===== src/rtl/seg7_scan_history.sv =====
// Captures registered sums into a DIGITS-deep history (newest in slot 0) and scans them onto a 7-seg display.
// Latency: one cycle from scan state/history to seg/an; a write is visible on seg the cycle after its edge.
// Backpressure: none; the write strobe is always accepted, and clr overrides a simultaneous write.
module seg7_scan_history #(
  parameter int DIGITS   = 4,
  parameter int PRESCALE = 50000
) (
  input  logic                         c,
  input  logic                         r_n,
  input  logic [3:0]                   d,
  input  logic                         w,
  input  logic                         clr,
  output logic [6:0]                   seg,
  output logic [DIGITS-1:0]            an,
  output logic [$clog2(DIGITS+1)-1:0]  cnt
);

  localparam int P_W   = $clog2(PRESCALE);
  localparam int IDX_W = $clog2(DIGITS);
  localparam int CNT_W = $clog2(DIGITS+1);

  // Segment pattern for one hex digit, bit order {g,f,e,d,c,b,a}.
  function automatic logic [6:0] hex7(input logic [3:0] v);
    logic [6:0] s;
    case (v)
      4'h0: s = 7'h3F;
      4'h1: s = 7'h06;
      4'h2: s = 7'h5B;
      4'h3: s = 7'h4F;
      4'h4: s = 7'h66;
      4'h5: s = 7'h6D;
      4'h6: s = 7'h7D;
      4'h7: s = 7'h07;
      4'h8: s = 7'h7F;
      4'h9: s = 7'h6F;
      4'hA: s = 7'h77;
      4'hB: s = 7'h7C;
      4'hC: s = 7'h39;
      4'hD: s = 7'h5E;
      4'hE: s = 7'h79;
      default: s = 7'h71;
    endcase
    return s;
  endfunction

  logic [3:0]        hist_q [DIGITS];
  logic [3:0]        hist_d [DIGITS];
  logic [DIGITS-1:0] valid_q, valid_d;
  logic [CNT_W-1:0]  cnt_q, cnt_d;
  logic [P_W-1:0]    p_q, p_d;
  logic [IDX_W-1:0]  idx_q, idx_d;
  logic [6:0]        seg_q, seg_d;
  logic [DIGITS-1:0] an_q, an_d;

  // History shift / clear: clr discards any same-cycle write.
  always_comb begin
    for (int i = 0; i < DIGITS; i++) hist_d[i] = hist_q[i];
    valid_d = valid_q;
    cnt_d   = cnt_q;
    if (clr) begin
      for (int i = 0; i < DIGITS; i++) hist_d[i] = 4'h0;
      valid_d = '0;
      cnt_d   = '0;
    end else if (w) begin
      hist_d[0] = d;
      for (int i = 1; i < DIGITS; i++) hist_d[i] = hist_q[i-1];
      valid_d = {valid_q[DIGITS-2:0], 1'b1};
      cnt_d   = (cnt_q == CNT_W'(DIGITS)) ? cnt_q : cnt_q + 1'b1;
    end
  end

  // Free-running scan: prescaler steps the digit index once per slot, independent of w/clr.
  always_comb begin
    p_d   = p_q + 1'b1;
    idx_d = idx_q;
    if (p_q == P_W'(PRESCALE - 1)) begin
      p_d   = '0;
      idx_d = (idx_q == IDX_W'(DIGITS - 1)) ? '0 : idx_q + 1'b1;
    end
  end

  // Display decode: the first cycle of every slot is dark to hide ghosting between digits.
  always_comb begin
    an_d  = '1;
    seg_d = 7'h00;
    if (p_q != '0) begin
      an_d[idx_q] = 1'b0;
      seg_d       = valid_q[idx_q] ? hex7(hist_q[idx_q]) : 7'h00;
    end
  end

  // State and output registers.
  always_ff @(posedge c or negedge r_n) begin
    if (!r_n) begin
      for (int i = 0; i < DIGITS; i++) hist_q[i] <= 4'h0;
      valid_q <= '0;
      cnt_q   <= '0;
      p_q     <= '0;
      idx_q   <= '0;
      seg_q   <= 7'h00;
      an_q    <= '1;
    end else begin
      for (int i = 0; i < DIGITS; i++) hist_q[i] <= hist_d[i];
      valid_q <= valid_d;
      cnt_q   <= cnt_d;
      p_q     <= p_d;
      idx_q   <= idx_d;
      seg_q   <= seg_d;
      an_q    <= an_d;
    end
  end

  assign seg = seg_q;
  assign an  = an_q;
  assign cnt = cnt_q;

endmodule

===== config.mk =====
export PLATFORM = sky130hd
export DESIGN_NAME = seg7_scan_history
export DESIGN_NICKNAME = d
export VERILOG_FILES = /design/src/rtl/seg7_scan_history.sv
export SDC_FILE = /design/constraint.sdc
export NUM_CORES = 1
export LEC_CHECK = 0
export ABC_CLOCK_PERIOD_IN_PS = 1850
export CAP_MARGIN = 20
export CORE_ASPECT_RATIO = 1.5
export CORE_MARGIN = 10
export CORE_UTILIZATION = 52
export DETAILED_ROUTE_END_ITERATION = 8
export HOLD_SLACK_MARGIN = 0.05
export PLACE_DENSITY_LB_ADDON = 0.1
export SYNTH_ARGS = -nofsm -noshare
export SYNTH_HDL_FRONTEND = slang
export SYNTH_SLANG_ARGS = --single-unit
export TNS_END_PERCENT = 50

===== constraint.sdc =====
create_clock -name c -period 1.85 [get_ports c]
set_input_delay 0.37 -clock c [delete_from_list [all_inputs] [get_ports c]]
set_output_delay 0.37 -clock c [all_outputs]
set_load 0.02 [all_outputs]

==> flow_metrics.tcl, run 1 <==
set metrics [dict create \
    status "complete, but fails checks" \
    violations "negative setup slack" \
    synth_top_family_by_area "multiplexers" \
    cts_buffer_depth 2 \
    nNetsFinal 309 \
    vias_per_cell 5.199 \
    syn-num-nets 267 \
    holdPathStages 1 \
    synth_compound_area_frac 0.05746 \
    cts_root_buffer "clkbuf_8" \
    cts_sinks 52 \
    grt_pass1_vias 1897 \
    ant_nets 0 \
    cts_tree "built" \
    gp_congestion 0.7961 \
    clk_pin_slew_ns 0.09 \
    max_freq_mhz 521.8 \
    drc_errors 0 \
    critPathRequiredTime_ns 2.08 \
    postSynthCellCount 245 \
    tns_ns -0.06663 \
    r2r_slack_ns -0.07 \
    io_buffer_count 21 \
    r2r_start "idx_q[0]" \
    place_area_um2 3123 \
    rsz0062_at_grt "true" \
    start_util 0.5310 \
    ys_seq_area_frac 0.4838 \
    relSlewSlack 0.6960 \
    clk_latency_ns 0.30 \
    r2r_end "seg[0]" \
    hold_path_end "p_q[0]" \
    slew_violations 0 \
    antenna_cells 0 \
    syn_avg_cell_area_um2 11.02 \
    yosysWarningCount 0 \
    synth_edf_count 0 \
    die_h_um 108.3 \
    hp-class "reg2reg" \
    layout-area-overhead-vs-synth_pct 21.83 \
    start_kind "flop" \
    final_area_um2 3289 \
    ys_seq_elements 52 \
    cpMaxStageDelayCell "dfrtp_2" \
    grt_overflow 0 \
    synth.mux.area_fraction 0.1543 \
    whs_ns 0.5081 \
    peakVddDrop_v 0.0004049 \
    syn_area_um2 2700 \
    num_vias 1851 \
    most-common-layout-cells "dfrtp_1 (47), nor2_1 (39), mux2i_1 (24), clkdlybuf4s50_1 (20), buf_4 (20)" \
    cp-end-kind "flop" \
    path_class "reg2reg" \
    yosys_most_used_dff "dfrtp_1" \
    wl_per_cell_um 14.17 \
    synth_xor_area_frac 0.05839 \
    grt_max_degree 24 \
    grt_antenna_before_repair 0 \
    dieArea_um2 8534 \
    h-tree-depth 2 \
    final-setup-viol-count 1 \
    drt_iter0_markers 56 \
    cp_max_fo 4 \
    fp.dieW_um 78.84 \
    ios 22 \
    numCtsBuffers 5 \
    arrival_ns 2.15 \
    hp-start "p_q[0]" \
    layout_setup_ws_ns -0.06663 \
    max_stage_delay_ns 0.44 \
    fin_crit_ns 1.917 \
    power.density_nw_per_um2 647.6 \
    p_leak_uw 0.001535 \
    dp_hpwl_um 3862 \
    hold_viol_final 0 \
    dp_cells 346 \
    tightestPinTransition_ns 0.4559 \
    drive_gt1_frac 0.1910 \
    synthArstFlopShare 1.000 \
    synth_cell_types 42 \
    maxCapViolCount 0 \
    fillCellCount 412 \
    final_common_cell "dfrtp_1" \
    seqCellArea_um2 1308 \
    grt_usage 0.1288 \
    fin_skew_ns 0.002175 \
    synthSimpleGateAreaFrac 0.1423 \
    synthAdderAreaFrac 0.06487 \
    instances_no_fill 356 \
    firstDrtPassIters 3 \
    rows 32 \
    grt_pass1_wl_um 8942 \
    core_area_um2 5085 \
    wirelength_um 5046 \
    rr_worst_depth 7 \
    period_share 1.036 \
    cp_cell_sequence "mux4_2 > inv_2 > ha_4 > nor3b_2 > a211oi_2 > or3b_1 > a21oi_2" \
    multi_input_area_um2 1341 \
]
## cells in the mapped netlist, drive strengths merged (2+ instances only)
| library cell | count | share of area |
|---|---|---|
| mux4 | 3 | 0.026 |
| mux2 | 4 | 0.022 |
| o211ai | 2 | 0.0056 |
| inv | 12 | 0.017 |
| buf | 7 | 0.018 |
| a221oi | 2 | 0.0065 |
| mux2i | 26 | 0.11 |
| nand2 | 14 | 0.019 |
| a211o | 2 | 0.0065 |
| clkbuf | 3 | 0.0042 |
| dfrtp | 48 | 0.44 |
| a21oi | 7 | 0.014 |
| ha | 14 | 0.065 |
| nor3 | 5 | 0.0093 |
| nand4 | 2 | 0.0046 |
| dfstp | 4 | 0.039 |
| xor2 | 7 | 0.023 |
| a211oi | 3 | 0.0083 |
| nand3 | 7 | 0.013 |
| and3 | 3 | 0.0070 |
| nor4 | 3 | 0.0070 |
| o21ai | 4 | 0.0074 |
| nor2 | 41 | 0.057 |
| xnor2 | 11 | 0.036 |
## repair_timing
| item | CTS | global route |
|---|---|---|
| buffers inserted | 0 | 1 |
| hold endpoints to repair | 17 | 0 |
| resized for setup | 0 | 10 |
| pin swaps | 2 | 7 |
| endpoints found under the setup margin | 1 | 9 |
| hold buffers | 1 | 0 |
## registers in the layout, indices dropped and copies added, names as in the netlist
name	cells
hist_q	16
cnt	3
an	4
idx_q	2
valid_q	4
p_q	16
seg	7
## cell families (layout without fill, tap and decap cells)
kind of cell / count (synthesis) / after routing
adders and majority gates: 14 / 14
xor gates and xnor gates: 18 / 18
muxes: 33 / 33
DFF: 52 / 52
buffers and inverters: 22 / 65
and+or+nand+nor: 83 / 83
AOI/OAI and AO/OA: 23 / 23
## worst max-delay path, delay by kind of cell (launching register included)
family / cells / cell delay (ns)
mux: 1 / 0.41
flops: 1 / 0.44
buf+inv: 1 / 0.06
fa+ha+maj: 1 / 0.17
compound gates: 2 / 0.19
simple gates: 2 / 0.57
## metal layers
layer  track usage  part of all wire  up-vias
li1              -                 -      923
met1        0.1368              0.41      905
met2        0.2406              0.54       15
met3       0.02741             0.025        8
met4       0.05013             0.019        0
met5             0                 0        -
## how the worst max path moves through the flow
stage / start / depth (start not counted) / end
after floorplan: idx_q[0] / 7 / seg[0]
after global placement: idx_q[0] / 6 / seg[0]
after detailed placement: idx_q[0] / 6 / seg[0]
after CTS: idx_q[0] / 6 / seg[0]
after global routing: idx_q[0] / 7 / seg[0]
final: idx_q[0] / 7 / seg[0]
## power breakdown
| part | switching (uW) | internal, uW |
|---|---|---|
| registers | 20.4 | 1170 |
| logic | 146 | 142 |
| clock network | 350 | 304 |
| total | 517 | 1610 |
## through the flow
step                      utilization  power [uW]  setup slack, ns
final                          0.6469        2130         -0.06663
after global routing           0.6469        2226          -0.1463
after CTS                      0.6346        2146         -0.04722
after detailed placement       0.6142        1486         -0.03012
after global placement         0.6142        1480        -0.005262
after floorplan                     -        1362          -0.1552
## cell type report
cell class                      instances  area share
Clock buffer                            7     0.02625
Clock inverter                          1    0.002282
Inverter                               12     0.01369
Multi-Input combinational cell        171      0.4078
Sequential cell                        52      0.3975
Tap cell                               68     0.02587
Timing Repair Buffer                   45      0.1267
Note: power is estimated with default switching activity, not from simulation.
==> run 2, diff against run 1 <==
--- a/config.mk
+++ b/config.mk
@@ -9,7 +9,8 @@
 export CAP_MARGIN = 20
 export CORE_ASPECT_RATIO = 1.5
 export CORE_MARGIN = 10
-export CORE_UTILIZATION = 52
+export CORE_UTILIZATION = 51
+export CTS_CLUSTER_SIZE = 28
 export DETAILED_ROUTE_END_ITERATION = 8
 export HOLD_SLACK_MARGIN = 0.05
 export PLACE_DENSITY_LB_ADDON = 0.1
==> flow_metrics.tcl, run 2 (synthesized netlist as in run 1, its figures left out) <==
set metrics [dict create \
    status "complete, but fails checks" \
    violations "negative setup slack" \
    pwr-share-clk 0.356 \
    comb_power_share 0.127 \
    io_buffer_count 21 \
    die_h_um 109.1 \
    r2r_slack_ns -0.08 \
    final-setup-viol-count 1 \
    clk_latency_ns 0.30 \
    tightestPinTransition_ns 0.4087 \
    firstDrtPassIters 4 \
    cp_max_fo 4 \
    grt_antenna_before_repair 0 \
    hp-class "reg2reg" \
    power.density_nw_per_um2 692.5 \
    grt_overflow 0 \
    max_stage_delay_ns 0.59 \
    seqPwrFrac 0.516 \
    p_sw_uw 543.7 \
    ant_nets 0 \
    p_leak_uw 0.001544 \
    peakVddDrop_v 0.0007602 \
    path_class "reg2reg" \
    swShare 0.2368 \
    maxCapViolCount 0 \
    core_area_um2 5125 \
    rows 32 \
    start_util 0.5269 \
    num_vias 1830 \
    cts_root_buffer "clkbuf_8" \
    p_int_uw 1752 \
    gp_congestion 0.7729 \
    cpMaxStageDelayCell "mux4_2" \
    grt_max_degree 53 \
    cts_sinks 52 \
    nNetsFinal 308 \
    clk_pin_slew_ns 0.10 \
    vias_per_cell 5.155 \
    layout-area-overhead-vs-synth_pct 22.80 \
    cts_buffer_depth 2 \
    relSlewSlack 0.7251 \
    tns_ns -0.08358 \
    cts_tree "built" \
    drive_gt1_frac 0.1916 \
    grt_pass1_vias 1858 \
    slew_violations 0 \
    layout_setup_ws_ns -0.08358 \
    dieArea_um2 8665 \
    start_kind "flop" \
    dp_cells 341 \
    multi_input_area_um2 1338 \
    place_area_um2 3098 \
    h-tree-depth 2 \
    hold_viol_final 0 \
    arrival_ns 2.16 \
    numCtsBuffers 5 \
    ios 22 \
    dp_hpwl_um 3607 \
    drc_errors 0 \
    seqCellArea_um2 1308 \
    wirelength_um 5044 \
    grt_pass1_wl_um 8776 \
    wl_per_cell_um 14.21 \
    fin_crit_ns 1.934 \
    fp.dieW_um 79.41 \
    antenna_cells 0 \
    grt_usage 0.1248 \
    fillCellCount 467 \
    rsz0062_at_grt "true" \
    cp_cell_sequence "mux4_2 > ha_4 > nor2_2 > a211oi_1 > or3b_1 > a21oi_2" \
    final_common_cell "dfrtp_1" \
    instances_no_fill 355 \
    most-common-layout-cells "dfrtp_1 (47), nor2_1 (40), mux2i_1 (24), clkdlybuf4s50_1 (19), buf_4 (17)" \
    max_freq_mhz 517.2 \
    final_area_um2 3316 \
    critPathRequiredTime_ns 2.08 \
    drt_iter0_markers 80 \
    cp-end-kind "flop" \
    period_share 1.045 \
    fin_skew_ns 0.01016 \
]
[run 2: path summary, 6_finish.rpt]
check,startpoint,to,depth (start not counted)
max,idx_q[0],seg[0],6
min,p_q[7],p_q[7],1
max reg2reg,idx_q[0],seg[0],6
min reg2reg,p_q[7],p_q[7],1
max in group asynchronous,r_n,an[0],3
min in group asynchronous,r_n,p_q[9],3
[run 2: per-stage QoR]
stage / worst slack, ns / total power, uW / hold slack, ns / util
after floorplan: -0.1552 / 1362 / 0.07441 / -
after global placement: -0.01095 / 1478 / 0.3815 / 0.6045
after detailed placement: -0.06397 / 1483 / 0.3876 / 0.6045
after CTS: -0.08592 / 2293 / 0.05197 / 0.6287
after global routing: -0.1563 / 2394 / 0.5324 / 0.6470
final: -0.08358 / 2296 / 0.5156 / 0.6470
[run 2: cell type report]
cell class | instances | area share
Multi-Input combinational cell | 171 | 0.4034
Sequential cell | 52 | 0.3943
Timing Repair Buffer | 44 | 0.1264
Tap cell | 68 | 0.02566
Clock buffer | 6 | 0.02491
Inverter | 12 | 0.01358
Clock inverter | 2 | 0.01170
[run 2: worst max-delay path, delay by kind of cell, from the launching register on]
kind | cells | cell delay (ns)
fa+ha+maj | 1 | 0.20
flops | 1 | 0.41
compound gates | 2 | 0.19
simple gates | 2 | 0.46
mux | 1 | 0.59
[run 2: timing repair]
action                                 in CTS  in global routing
pin swaps                                   1                  0
hold buffers                                0                  1
buffers inserted                            0                  5
resized for setup                           1                 13
endpoints found under the hold margin       0                 12
cloned                                      0                  0
setup endpoints to repair                   4                  8
[run 2: per-layer routing]
metal,track usage,vias to the layer above,wire length (um)
li1,-,918,-
met1,0.1504,890,2276
met2,0.2088,18,2598
met3,0.02801,4,99
met4,0.05270,0,70
met5,0,-,0
[run 2: power by group through the flow]
stage,sequential (uW),clock (uW),combinational (uW)
2_1_floorplan,1230,0,134
3_3_place_gp,1210,0,269
3_5_place_dp,1210,0,274
4_1_cts,1190,830,275
5_1_grt,1190,880,323
6_report,1190,818,292
